## src/rtl/serial_link_pkg.sv

```systemverilog
// serial_link_pkg: shared types and constants for the serial word link
package serial_link_pkg;
  localparam int SERIAL_WIDTH = 32;
  typedef enum logic {IDLE, RECV} state_e;
  typedef logic [1:0] residue_t;
  localparam residue_t R0 = 2'd0;
  localparam residue_t R1 = 2'd1;
  localparam residue_t R2 = 2'd2;
  // bit i weighs 2^i mod 3: 1 on even phase, 2 on odd phase
  function automatic residue_t mod3_step(input residue_t r, input logic b, input logic ph);
    logic [2:0] s;
    s = {1'b0, r} + (b ? (ph ? 3'd2 : 3'd1) : 3'd0);
    return s >= 3'd3 ? residue_t'(s - 3'd3) : residue_t'(s);
  endfunction
endpackage

```

## src/rtl/mod3_residue_tracker.sv

```systemverilog
// mod3_residue_tracker: running residue mod 3 of an LSB-first bit stream
module mod3_residue_tracker
  import serial_link_pkg::*;
(
  input  logic     clk,
  input  logic     reset,
  input  logic     clr,
  input  logic     en,
  input  logic     bit_in,
  output residue_t residue,
  output residue_t residue_next
);
  logic     phase_q;
  residue_t residue_q;
  assign residue = residue_q;
  assign residue_next = mod3_step(residue_q, bit_in, phase_q);
  always_ff @(posedge clk) begin
    if (reset || clr) begin
      residue_q <= R0;
      phase_q   <= 1'b0;
    end else if (en) begin
      residue_q <= residue_next;
      phase_q   <= ~phase_q;
    end
  end
endmodule

```

## src/rtl/serial_word_receiver.sv

```systemverilog
// serial_word_receiver: LSB-first serial-to-parallel word receiver with divisible-by-3 flag
module serial_word_receiver
  import serial_link_pkg::*;
#(
  parameter int WIDTH = SERIAL_WIDTH
) (
  input  logic             clk,
  input  logic             reset,
  input  logic             inp,
  input  logic             inp_en,
  output logic [WIDTH-1:0] out,
  output logic             out_valid,
  output logic             div3,
  output logic             busy
);
  localparam int CW = $clog2(WIDTH);
  localparam logic [CW-1:0] LAST = CW'(WIDTH - 1);
  state_e           state_q;
  logic [CW-1:0]    cnt_q;
  logic [WIDTH-1:0] sr_q, sr_d, out_q;
  logic             valid_q, div3_q, done;
  residue_t         residue_next;
  assign sr_d = {inp, sr_q[WIDTH-1:1]};
  assign done = inp_en && cnt_q == LAST;
  mod3_residue_tracker u_mod3 (
    .clk          (clk),
    .reset        (reset),
    .clr          (done),
    .en           (inp_en),
    .bit_in       (inp),
    .residue      (),
    .residue_next (residue_next)
  );
  always_ff @(posedge clk) begin
    if (reset) begin
      state_q <= IDLE;
      cnt_q   <= '0;
      sr_q    <= '0;
      out_q   <= '0;
      valid_q <= 1'b0;
      div3_q  <= 1'b0;
    end else begin
      valid_q <= done;
      if (inp_en) begin
        sr_q    <= sr_d;
        cnt_q   <= done ? '0 : cnt_q + CW'(1);
        state_q <= done ? IDLE : RECV;
      end
      if (done) begin
        out_q  <= sr_d;
        div3_q <= residue_next == R0;
      end
    end
  end
  assign out       = out_q;
  assign out_valid = valid_q;
  assign div3      = div3_q;
  assign busy      = state_q == RECV;
endmodule
```

## config.mk

```make
export PLATFORM = sky130hd
export DESIGN_NAME = serial_word_receiver
export DESIGN_NICKNAME = d
export VERILOG_FILES = /design/src/rtl/serial_link_pkg.sv /design/src/rtl/mod3_residue_tracker.sv /design/src/rtl/serial_word_receiver.sv
export SDC_FILE = /design/constraint.sdc
export NUM_CORES = 1
export LEC_CHECK = 0
export ABC_CLOCK_PERIOD_IN_PS = 2350
export BUFFER_PORTS_ARGS = -buffer_cell sky130_fd_sc_hd__buf_4
export CAP_MARGIN = 15
export CORE_ASPECT_RATIO = 0.75
export CORE_MARGIN = 2
export CORE_UTILIZATION = 35
export CTS_CLUSTER_DIAMETER = 40
export CTS_CLUSTER_SIZE = 24
export DETAILED_ROUTE_END_ITERATION = 8
export PLACE_DENSITY_LB_ADDON = 0.25
export SETUP_SLACK_MARGIN = 0.02
export SYNTH_ARGS = -nofsm -noshare
export SYNTH_HDL_FRONTEND = slang
export SYNTH_HIERARCHICAL = 1
export SYNTH_SLANG_ARGS = --single-unit
```

## constraint.sdc

```tcl
create_clock -name clk -period 2.35 [get_ports clk]
set_clock_uncertainty 0.05 [all_clocks]
set_input_delay 0 -clock clk [delete_from_list [all_inputs] [get_ports clk]]
set_output_delay 0 -clock clk [all_outputs]
set_load 0.02 [all_outputs]
```

* After elaboration in Yosys (flattened, before gate mapping)
Cells that the tools add are included.
Cells by class: add/sub/neg operators 3, $lt $le $gt $ge 1, eq/ne operators 1, muxes and demuxes 5, bitwise logic cells 1, reductions and logical operators 3
Operators by type and width (number):
- 5-bit by 1-bit adder with 5-bit output (second input constant) | 1
- 5-bit equality test (second input constant) | 1
- 5-bit 2-to-1 mux | 1
- 2-bit 2-to-1 mux | 2
- 2-bit by 3-bit adder with 3-bit output | 1
- 3-bit by 2-bit greater-or-equal comparator with 1-bit output (second input constant) | 1
- 3-bit 2-to-1 mux | 1
- 2-bit zero test | 1
- 2-bit subtractor (second input constant) | 1
- 1-bit logical AND | 1
- 1-bit logical OR | 1
- 1-bit 2-to-1 mux | 1
- 1-bit inverter | 1
Storage, ports and cells: bits in registers 75, input bits 4, output and inout port bits 35

* Longest topological paths before layout
Gate-level depths: netlist of run 1.
word-level depth 6, gate-level depth with buffers 11, gate-level depth less buffers 11

* Hierarchy
Netlist of run 1, hierarchy kept.
By module, submodules not included:
- serial_word_receiver | instances 1, cells each 274, area each 2546.2 um^2, sequential area each 1421.4 um^2
- mod3_residue_tracker | instances 1, cells each 25, area each 220.2 um^2, sequential area each 60.1 um^2

* Worst setup path before layout of run 1
Ideal clock, no wire load.
path type reg-to-reg, start register u_mod3.phase_q, end register div3_q (netlist: div3), setup time 0.070 ns, data arrival time 2.116 ns, path slack 0.113 ns, stages on the path, launching flop included 12, buffers on the path 0, clock period less this slack 2.237 ns, cell sequence dfxtp_1 > nor2b_1 > ha_1 > inv_1 > fa_1 > inv_1 > ha_1 > nor2b_4 > o2bb2ai_1 > inv_1 > or3_1 > a21oi_1
Between the ends: longest elaborated chain between the ends 6, elaborated cells between the ends (all ways) 7
RTL lines:
- start: declaration | RTL line mod3_residue_tracker.sv:13 | logic phase_q;
- start signal: assignment | RTL line mod3_residue_tracker.sv:23 | phase_q <= ~phase_q;
- 2-bit 2-to-1 mux (*) | RTL line serial_link_pkg.sv:12 | s = {1'b0, r} + (b ? (ph ? 3'd2 : 3'd1) : 3'd0);
- 3-bit 2-to-1 mux (*) | RTL line serial_link_pkg.sv:12
- 2-bit by 3-bit adder with 3-bit output (*) | RTL line serial_link_pkg.sv:12
- 3-bit by 2-bit greater-or-equal comparator with 1-bit output / 2-bit subtractor (equally long branches) | RTL line serial_link_pkg.sv:13 | return s >= 3'd3 ? residue_t'(s - 3'd3) : residue_t'(s);
- 2-bit 2-to-1 mux (*) | RTL line serial_link_pkg.sv:13
- named net residue_next[1] | RTL line serial_word_receiver.sv:22 | residue_t residue_next;
- 2-bit zero test (*) | RTL line serial_word_receiver.sv:51 | div3_q <= residue_next == R0;
- end signal: assignment | RTL line serial_word_receiver.sv:41 | div3_q <= 1'b0;
- end signal: assignment | RTL line serial_word_receiver.sv:51
- end: declaration | RTL line serial_word_receiver.sv:21 | logic valid_q, div3_q, done;
The timed path passes the listed nets; every way through them passes the cells marked *. A chain may end at the register's enable or synchronous reset.

* Worst setup path after layout of run 1
start input inp, end register div3_q (netlist: div3)
Between the ends: longest elaborated chain between the ends 5, elaborated cells between the ends (all ways) 6
RTL lines:
- start: declaration | RTL line serial_word_receiver.sv:9 | input logic inp,
- 3-bit 2-to-1 mux (*) | RTL line serial_link_pkg.sv:12
- 2-bit by 3-bit adder with 3-bit output (*) | RTL line serial_link_pkg.sv:12
- 3-bit by 2-bit greater-or-equal comparator with 1-bit output / 2-bit subtractor (equally long branches) | RTL line serial_link_pkg.sv:13
- 2-bit 2-to-1 mux (*) | RTL line serial_link_pkg.sv:13
- named net residue_next[1] | RTL line serial_word_receiver.sv:22
- 2-bit zero test (*) | RTL line serial_word_receiver.sv:51
Marked as above.

==> results of run 1 <==
cells in the mapped netlist:
library cell,number
a21oi_1,36
and3_1,1
and4bb_2,1
buf_2,3
buf_4,2
buf_6,6
clkbuf_1,8
dfxtp_1,74
fa_1,1
ha_1,4
inv_1,5
inv_2,1
mux2i_1,34
nand2_1,67
nand2_4,1
nand2b_1,1
nand3b_1,1
nand4_1,1
nor2_1,38
nor2b_1,1
nor2b_4,1
nor3_1,3
nor3b_1,1
o21ai_0,3
o21ba_1,1
o2bb2ai_1,1
or3_1,1
xnor2_1,1
xor2_1,1
stage by stage:
step / util (%) / worst slack, ns / instance area, um2 / total power (W)
6_report: 43.8 / 0.149 / 3400 / 0.00264
5_1_grt: 43.8 / 0.0346 / 3400 / 0.00275
4_1_cts: 43.3 / 0.0359 / 3360 / 0.00264
3_5_place_dp: 39.8 / -0.0105 / 3100 / 0.00144
3_3_place_gp: 39.8 / 0.0570 / 3100 / 0.00143
2_1_floorplan: - / 0.113 / 2770 / 0.00141
cells by family (layout without fill, tap and decap cells):
family,Yosys count,in the layout,share of synthesized area [%]
AND/OR/NAND/NOR,118,118,17.8
flip-flops,74,74,53.6
AO/OA/AOI/OAI,41,41,7.73
multiplexers,34,34,12.3
buffers and inverters,25,68,5.43
adder cells (fa/ha/maj),5,5,2.53
XOR/XNOR,2,2,0.633
worst min path at each step:
stage,from,endpoint,depth (start not counted)
floorplan,reset,u_mod3/phase_q$_SDFFE_PP0P_,1
global placement,inp,sr_q[31]$_SDFFE_PP0P_,3
detailed placement,inp,sr_q[31]$_SDFFE_PP0P_,3
CTS,inp_en,busy$_SDFFE_PP0P_,3
global route,inp_en,sr_q[20]$_SDFFE_PP0P_,3
finish,inp_en,busy$_SDFFE_PP0P_,3
routing by layer:
layer	GRT usage, %	part of all wire (%)	vias to the layer above
met1	17.8	54	909
met2	17.8	39	38
met3	6.02	5.3	6
li1	-	-	1054
met4	4.29	1.2	0
met5	0	0	-
power by group:
group | switching, W | internal (W) | leakage [nW]
logic | 0.0000937 | 0.0000893 | 0.709
registers | 0.00000858 | 0.00127 | 0.598
clock network | 0.000451 | 0.000726 | 0.118
total | 0.000554 | 0.00208 | 1.42
worst min-delay path: cells and delay by family:
kind | cells | cell delay, ns
simple gates | 2 | 0.17
buf+inv | 1 | 0.21
what timing repair did:
action | CTS | global route
gates resized for setup | 2 | 5
hold endpoints to repair | 2 | 0
pin swaps | 1 | 4
setup buffers | 1 | 3
gates cloned | 0 | 0
hold buffers | 1 | 0
endpoints found under the setup margin | 1 | 1
area by class of cell:
| class | count | share of cell area (%) |
|---|---|---|
| inverters | 6 | 0.662 |
| multi-input cells | 200 | 34.0 |
| repair buffers | 47 | 10.8 |
| well taps | 105 | 3.86 |
| flip-flops and latches | 74 | 43.6 |
| clock buffers | 10 | 4.04 |
| clock inverters | 5 | 3.01 |
registers in the layout, indices dropped and copies added, names as in the netlist:
register,cells
busy,1
out,32
sr_q,31
u_mod3/phase_q,1
out_valid,1
cnt_q,5
u_mod3/residue,2
div3,1
==> results.sh, run 1 <==
export IMPL_clock_sinks=74
export IMPL_fp_coreArea_mm2=0.00778
export IMPL_crit_path_cell_trace="dlygate4sd3_1, buf_4, nor2b_2, ha_2, inv_1, fa_1, inv_2, ha_4, nor2b_4, o2bb2ai_2, inv_1, or3_1, a21oi_1"
export IMPL_grt_pass1_vias=1819
export IMPL_worstPathMaxFanout=4
export IMPL_critPathMostFrequentCell="inv_1"
export IMPL_fin_tns_setup_ns=0
export IMPL_hpwl_um=3130
export IMPL_path_depth=13
export IMPL_crit_required_ns=2.57
export IMPL_r2r_start="u_mod3/phase_q$_SDFFE_PP0P_"
export IMPL_die_area_mm2=0.00864
export IMPL_std_cell_rows=28
export IMPL_cp_endpoint="div3$_SDFFE_PP0P_"
export IMPL_layout_common_cells="dfxtp_1 (73), nand2_1 (67), buf_4 (45)"
export IMPL_multi_input_area_mm2=0.00116
export IMPL_fmax_mhz=454
export IMPL_final_common_cell="dfxtp_1"
export IMPL_crit_family="adder cells"
export IMPL_die_y_um=81.0
export IMPL_r2r_end="div3$_SDFFE_PP0P_"
export IMPL_p_per_area_mw_per_mm2=774
export IMPL_final_cell_count_no_fill=447
export IMPL_path_buf_inv=5
export IMPL_wl_um=5150
export IMPL_finalSetupViolCount=0
export IMPL_min_path_type="input pin to register"
export IMPL_antenna_found_initial=0
export IMPL_worst_hold_slack_ns=0.0302
export IMPL_crit_path_start="inp"
export IMPL_rsz0062_at_grt="false"
export IMPL_fill_cells=798
export IMPL_worstMarginPinSlew_ns=0.529
export IMPL_path_clk_slew_ns=0.08
export IMPL_synth_distinct_cells=29
export IMPL_peakVddDrop_mv=0.276
export IMPL_htree_levels=3
export IMPL_placed_cells=427
export IMPL_synth_seq_area_share_pct=53.6
export IMPL_endpoint_kind="register"
export IMPL_p_leak_nw=1.42
export IMPL_max_slew_margin_rel_pct=64.7
export IMPL_grt_total_usage_pct=12.9
export IMPL_grt_ovfl_total=0
export IMPL_clockRootBuffer="clkbuf_8"
export IMPL_grt_pass1_wl_um=8650
export IMPL_cts_tree="done"
export IMPL_num_vias=2007
export IMPL_cts_buffers_inserted=9
export IMPL_grt_start_max_net_pins=53
export IMPL_synth_largest_area_cell="dfxtp_1"
export IMPL_syn_to_final_growth_pct=23.0
export IMPL_drive_gt1_share_pct=20.8
export IMPL_first_iter_violations=85
export IMPL_fin_crit_sh_pct=93.7
export IMPL_critPathLaunchType="input pin"
export IMPL_avgSynthCellArea_um2=9.25
export IMPL_start_util_pct=35.6
export IMPL_maxSlewViolCount=0
export IMPL_io_buffers=38
export IMPL_drtAntennaViolNets=0
export IMPL_reg2reg_depth=11
export IMPL_cp_slowest_cell="dlygate4sd3_1"
export IMPL_r2r_slack_ns=0.15
export IMPL_critical_path_max_stage_delay_ns=0.52
export IMPL_drc=0
export IMPL_arrival_ns=2.42
export IMPL_insertion_delay_ns=0.34
export IMPL_layout_min_cycle_time_ns=2.20
export IMPL_register_area_mm2=0.00148
export IMPL_gp_congestion=0.710
export IMPL_synthCells=299
export IMPL_die_w_um=107
export IMPL_synth_nets=308
export IMPL_top_level_ports=39
export IMPL_via_per_inst=4.49
export IMPL_yosysTopAreaCellShare_pct=53.6
export IMPL_synth_area_mm2=0.00277
export IMPL_clock_tree_buffer_depth=2
export IMPL_synth_area_top_cells="dfxtp_1 (54%), mux2i_1 (12%), nand2_1 (9.1%), a21oi_1 (6.5%), nor2_1 (5.2%)"
export IMPL_path_class="input pin to register"
export IMPL_yosys_warnings=6
export IMPL_synth_seq_cells=74
export IMPL_insertedDiodeCount=0
export IMPL_dr_pass1_iters=4
export IMPL_outcome="completed"
export IMPL_wire_per_inst_um=11.5
export IMPL_nets=347
export IMPL_hold_viol_final=0
export IMPL_maxCapViolations=0
No activity file was read; power rests on OpenSTA's default activity.
==> inputs of run 2 (changes only) <==
- GPL_TIMING_DRIVEN: default -> 0
- PLACE_DENSITY_LB_ADDON: 0.25 -> default
==> run 2 against run 1 <==
Sequential power about the same. Critical path depth down 5. Die area unchanged. Combinational power up 18%. First-iteration DRC count down 28%. Global-route usage up 0.40 points. Via count up 5.6%. Sequential cell count unchanged. Non-clock buffer count up 19. Core utilization up 1.8 points. Largest power group unchanged.
==> results.sh, run 2 (synthesized netlist as in run 1, its figures left out) <==
export IMPL_path_class="register to register"
export IMPL_final_common_cell="dfxtp_1"
export IMPL_io_buffers=38
export IMPL_peakVddDrop_mv=0.287
export IMPL_grt_pass1_wl_um=8980
export IMPL_cts_buffers_inserted=9
export IMPL_start_util_pct=35.6
export IMPL_cp_slowest_cell="dlygate4sd3_1"
export IMPL_arrival_ns=2.47
export IMPL_fmax_mhz=446
export IMPL_worstPathMaxFanout=11
export IMPL_multi_input_area_mm2=0.00117
export IMPL_grt_busiest_layer="met2"
export IMPL_register_area_mm2=0.00148
export IMPL_min_path_type="register to register"
export IMPL_hold_viol_final=0
export IMPL_dr_pass1_iters=4
export IMPL_finalCoreUtilization_pct=45.6
export IMPL_grt_ovfl_total=0
export IMPL_gp_congestion=0.738
export IMPL_die_y_um=81.0
export IMPL_via_per_inst=4.55
export IMPL_syn_to_final_growth_pct=28.1
export IMPL_clock_tree_buffer_depth=2
export IMPL_insertion_delay_ns=0.34
export IMPL_path_clk_slew_ns=0.07
export IMPL_layout_common_cells="dfxtp_1 (73), nand2_1 (67), buf_4 (44)"
export IMPL_final_cell_count_no_fill=466
export IMPL_grt_start_max_net_pins=13
export IMPL_wire_per_inst_um=11.7
export IMPL_outcome="completed"
export IMPL_endpoint_kind="register"
export IMPL_placed_cells=442
export IMPL_p_per_area_mw_per_mm2=752
export IMPL_drc=0
export IMPL_first_iter_violations=61
export IMPL_drtAntennaViolNets=0
export IMPL_grt_total_usage_pct=13.3
export IMPL_critPathMostFrequentCell="ha_1"
export IMPL_path_buf_inv=3
export IMPL_critical_path_max_stage_delay_ns=0.57
export IMPL_p_leak_nw=1.49
export IMPL_rsz0062_at_grt="true"
export IMPL_layout_min_cycle_time_ns=2.24
export IMPL_critPathLaunchType="register"
export IMPL_grt_pass1_vias=1929
export IMPL_fp_coreArea_mm2=0.00778
export IMPL_use_met1_pct=17.2
export IMPL_die_w_um=107
export IMPL_finalSetupViolCount=0
export IMPL_hpwl_um=3660
export IMPL_crit_required_ns=2.57
export IMPL_insertedDiodeCount=0
export IMPL_clockRootBuffer="clkbuf_8"
export IMPL_clock_sinks=74
export IMPL_max_slew_margin_rel_pct=67.6
export IMPL_crit_family="buffers and inverters"
export IMPL_htree_levels=3
export IMPL_nets=366
export IMPL_worstMarginPinSlew_ns=0.486
export IMPL_drive_gt1_share_pct=21.9
export IMPL_num_vias=2119
export IMPL_wl_um=5470
export IMPL_place_ws_ns=-0.00871
export IMPL_die_area_mm2=0.00864
export IMPL_maxSlewViolCount=0
export IMPL_std_cell_rows=28
export IMPL_fill_cells=769
export IMPL_grtUsageMet2_pct=21.0
export IMPL_cts_tree="done"
export IMPL_crit_path_cell_trace="ha_1, and3_1, ha_1, nand2_4, inv_4, buf_6, nor3_1, dlygate4sd3_1"
export IMPL_top_level_ports=39
export IMPL_fin_crit_sh_pct=95.5
export IMPL_antenna_found_initial=0
export IMPL_met3_usage_pct=4.09
export IMPL_largest_register_ff_count=32
export IMPL_maxCapViolations=0
export IMPL_fin_ws_ns=0.106
-- run 2: cell types whose count changed in the layout (fill, tap and decap cells not counted), sizes merged --
cell / previous run / this run
buf: 46 / 54
dlygate4sd3: 1 / 4
clkbuf: 10 / 18
-- run 2: layout make-up --
| class | instances | share of cell area (%) |
|---|---|---|
| multi-input cells | 200 | 33.0 |
| repair buffers | 47 | 10.3 |
| flip-flops and latches | 74 | 41.8 |
| clock inverters | 5 | 2.89 |
| inverters | 6 | 0.706 |
| plain buffers | 19 | 3.60 |
| well taps | 105 | 3.71 |
| clock buffers | 10 | 3.88 |
-- run 2: metrics by stage --
step,power [W],hold slack (ns),instance area [um2],setup TNS [ns]
floorplan,0.00141,0.0266,2770,0
global placement,0.00144,0.139,3180,0
detailed placement,0.00145,0.139,3180,-0.00871
CTS,0.00265,0.367,3480,0
global route,0.00277,0.418,3540,-0.0875
finish,0.00267,0.400,3540,0
-- run 2: worst paths after layout --
path	end	cells past startpoint	slack [ns]	start
setup reg to reg	u_mod3/phase_q$_SDFFE_PP0P_	8	0.11	cnt_q[0]$_SDFFE_PP0P_
hold / removal	out[0]$_SDFFE_PP0P_	2	0.40	sr_q[1]$_SDFFE_PP0P_
hold reg to reg	out[0]$_SDFFE_PP0P_	2	0.40	sr_q[1]$_SDFFE_PP0P_
setup / recovery	u_mod3/phase_q$_SDFFE_PP0P_	8	0.11	cnt_q[0]$_SDFFE_PP0P_
-- run 2: per-layer routing --
| metal | routed length (um) | up-vias |
|---|---|---|
| met1 | 2660 | 990 |
| li1 | - | 1087 |
| met2 | 2510 | 35 |
| met5 | 0 | - |
| met3 | 223 | 7 |
| met4 | 81 | 0 |
-- run 2: repair_timing --
action | in CTS | in global routing
setup endpoints to repair | 1 | 2
pin swaps | 1 | 4
hold endpoints to repair | 5 | 0
hold buffers | 4 | 0
resized for setup | 3 | 7
buffers inserted | 1 | 4
-- run 2: worst min-delay path: cells and delay by family (launching register included) --
kind | cells | cell delay [ns]
AOI/OAI and AO/OA | 1 | 0.05
and+or+nand+nor | 1 | 0.05
DFF | 1 | 0.31
-- run 2: where the power goes --
group	leakage (nW)	total, W	internal (W)	switching, W
registers	0.598	0.00128	0.00127	0.00000982
clock network	0.118	0.00117	0.000727	0.000447
logic	0.772	0.000216	0.000109	0.000107
total	1.49	0.00267	0.00210	0.000564
==> inputs of run 3 (changes only) <==
- SYNTH_HIERARCHICAL: 1 -> default
==> run 3 against run 2 <==
Sequential power about the same. Register-to-register slack worse by 0.05 ns. Power down 12%. Critical path type is now input pin to register. Area after synthesis shrank 5.4%. Sequential share of layout area rose by 3.8 points. Core utilization down 1.0 points. Sequential cell count unchanged. Highest routed layer unchanged. Setup slack got worse by 0.046 ns. First-iteration DRC count is 15% higher. Design area down 8.3%.
==> results.sh, run 3 <==
export IMPL_grt_start_max_net_pins=13
export IMPL_clockRootBuffer="clkbuf_8"
export IMPL_critPathLaunchType="input pin"
export IMPL_clock_sinks=74
export IMPL_final_cell_count_no_fill=383
export IMPL_p_per_area_mw_per_mm2=718
export IMPL_via_per_inst=4.57
export IMPL_hpwl_um=3370
export IMPL_drive_gt1_share_pct=25.5
export IMPL_endpoint_kind="register"
export IMPL_synth_nets=236
export IMPL_synth_area_top_cells="dfxtp_1 (57%), mux2i_1 (13%), a22o_1 (11%), nor2_1 (5.7%), ha_1 (1.9%)"
export IMPL_cts_buffers_inserted=9
export IMPL_outcome="completed"
export IMPL_dr_pass1_iters=4
export IMPL_synth_most_common_cell="dfxtp_1"
export IMPL_placed_cells=364
export IMPL_path_buf_inv=4
export IMPL_synth_flop_cell="dfxtp_1"
export IMPL_place_ws_ns=0.0756
export IMPL_netlist_top_cells_count="dfxtp_1 (74), nor2_1 (40), mux2i_1 (33), a22o_1 (32), buf_4 (5)"
export IMPL_clock_tree_buffer_depth=2
export IMPL_wire_per_inst_um=13.1
export IMPL_final_common_cell="dfxtp_1"
export IMPL_grt_pass1_vias=1686
export IMPL_drc=0
export IMPL_io_buffers=36
export IMPL_die_area_mm2=0.00819
export IMPL_fp_coreArea_mm2=0.00730
export IMPL_insertedDiodeCount=0
export IMPL_arrival_ns=2.47
export IMPL_fin_crit_sh_pct=97.4
export IMPL_grt_ovfl_total=0
export IMPL_synth_edf_count=0
export IMPL_critical_path_max_stage_delay_ns=0.55
export IMPL_synthCells=227
export IMPL_std_cell_rows=27
export IMPL_largest_register_ff_count=32
export IMPL_yosysTopAreaCellShare_pct=56.6
export IMPL_insertion_delay_ns=0.34
export IMPL_crit_family="adder cells"
export IMPL_syn_to_final_growth_pct=24.2
export IMPL_htree_levels=3
export IMPL_path_clk_slew_ns=0.07
export IMPL_grt_total_usage_pct=13.1
export IMPL_gp_congestion=0.702
export IMPL_start_util_pct=35.9
export IMPL_layout_min_cycle_time_ns=2.29
export IMPL_top_level_ports=39
export IMPL_worstMarginPinSlew_ns=0.459
export IMPL_min_path_type="register to register"
export IMPL_drtAntennaViolNets=0
export IMPL_worstPathMaxFanout=4
export IMPL_num_vias=1749
export IMPL_synth_area_mm2=0.00262
export IMPL_wl_um=5030
export IMPL_yosys_warnings=0
export IMPL_synth_seq_area_share_pct=56.6
export IMPL_hold_viol_final=0
export IMPL_first_iter_violations=70
export IMPL_max_slew_margin_rel_pct=69.4
export IMPL_fin_ws_ns=0.0605
export IMPL_cp_slowest_cell="dlygate4sd3_1"
export IMPL_nets=287
export IMPL_synth_seq_cells=74
export IMPL_finalSetupViolCount=0
export IMPL_fin_tns_setup_ns=0
export IMPL_synth_distinct_cells=30
export IMPL_layout_common_cells="dfxtp_1 (73), buf_4 (41), nor2_1 (40)"
export IMPL_synth_largest_area_cell="dfxtp_1"
export IMPL_crit_path_cell_trace="dlygate4sd3_1, buf_6, nor2b_4, ha_1, inv_1, fa_1, inv_1, ha_2, nand3b_1, mux2_4, a32o_1"
export IMPL_critPathMostFrequentCell="inv_1"
export IMPL_peakVddDrop_mv=0.233
export IMPL_die_w_um=104
export IMPL_maxCapViolations=0
export IMPL_fmax_mhz=437
export IMPL_grt_pass1_wl_um=8500
export IMPL_antenna_found_initial=0
export IMPL_async_flop_share_pct=0
export IMPL_crit_required_ns=2.53
export IMPL_power_w=0.00234
export IMPL_avgSynthCellArea_um2=11.5
export IMPL_p_leak_nw=1.42
export IMPL_die_y_um=78.9
export IMPL_cts_tree="done"
export IMPL_path_class="input pin to register"
export IMPL_maxSlewViolCount=0
[run 3: cell types whose count changed after synthesis, moves of 3 or more]
| cell | before | now |
|---|---|---|
| nand2_1 | 67 | 2 |
| buf_6 | 6 | 3 |
| clkbuf_1 | 8 | 3 |
| nor3_1 | 3 | 0 |
| a21oi_1 | 36 | 2 |
| a22o_1 | 0 | 32 |
| buf_4 | 2 | 5 |
[run 3: path summary, 6_finish.rpt]
check	end	from	slack [ns]	cells past startpoint
max	div3$_SDFFE_PP0P_	inp	0.06	11
min	busy$_SDFFE_PP0P_	busy$_SDFFE_PP0P_	0.42	2
max reg2reg	div3$_SDFFE_PP0P_	u_mod3.phase_q$_SDFFE_PP0P_	0.06	9
min reg2reg	busy$_SDFFE_PP0P_	busy$_SDFFE_PP0P_	0.42	2
[run 3: area by class of cell]
cell class	instances	area, um2
Buffer	15	103
Clock buffer	11	151
Clock inverter	4	27.5
Fill cell	734	4050
Inverter	3	11.3
Multi-Input combinational cell	135	1040
Sequential cell	74	1490
Tap cell	101	126
Timing Repair Buffer	40	312
[run 3: layer usage]
| layer | GRT usage, % | vias up | share of wire, % |
|---|---|---|---|
| li1 | - | 897 | - |
| met1 | 18.6 | 818 | 54 |
| met2 | 18.2 | 28 | 41 |
| met3 | 4.19 | 6 | 3.7 |
| met4 | 5.68 | 0 | 1.5 |
| met5 | 0 | - | 0 |
[run 3: repair_timing]
item | CTS | global route
endpoints found under the setup margin | 0 | 1
hold buffers | 3 | 0
gates resized for setup | 0 | 6
setup buffers | 0 | 1
hold endpoints to repair | 6 | 0
[run 3: worst reg2reg max path: cells and delay by family, from the launching register on]
family	cells	cell delay, ns
fa+ha+maj	3	0.85
compound gates	1	0.24
simple gates	2	0.29
flops	1	0.36
mux	1	0.29
buf+inv	2	0.10
[run 3: logic make-up after synthesis]
family                   synth area share, %
flip-flops                              56.6
AND/OR/NAND/NOR                         9.27
AO/OA/AOI/OAI                           13.0
multiplexers                            13.0
buffers and inverters                   4.35
adder cells (fa/ha/maj)                 2.68
XOR/XNOR                                1.00
[run 3: where the power goes]
part | switching (W) | internal [W] | leakage (nW)
combinational | 0.0000921 | 0.0000770 | 0.740
sequential | 0.0000102 | 0.00127 | 0.598
clock | 0.000456 | 0.000433 | 0.0834
[run 3: stage by stage]
| stage | hold slack (ns) | util (%) | instance area [um2] |
|---|---|---|---|
| global placement | 0.208 | 41.3 | 3010 |
| global route | 0.434 | 44.6 | 3250 |
| floorplan | 0.0755 | - | 2620 |
| CTS | 0.414 | 44.2 | 3220 |
| finish | 0.424 | 44.6 | 3250 |
| detailed placement | 0.213 | 41.3 | 3010 |
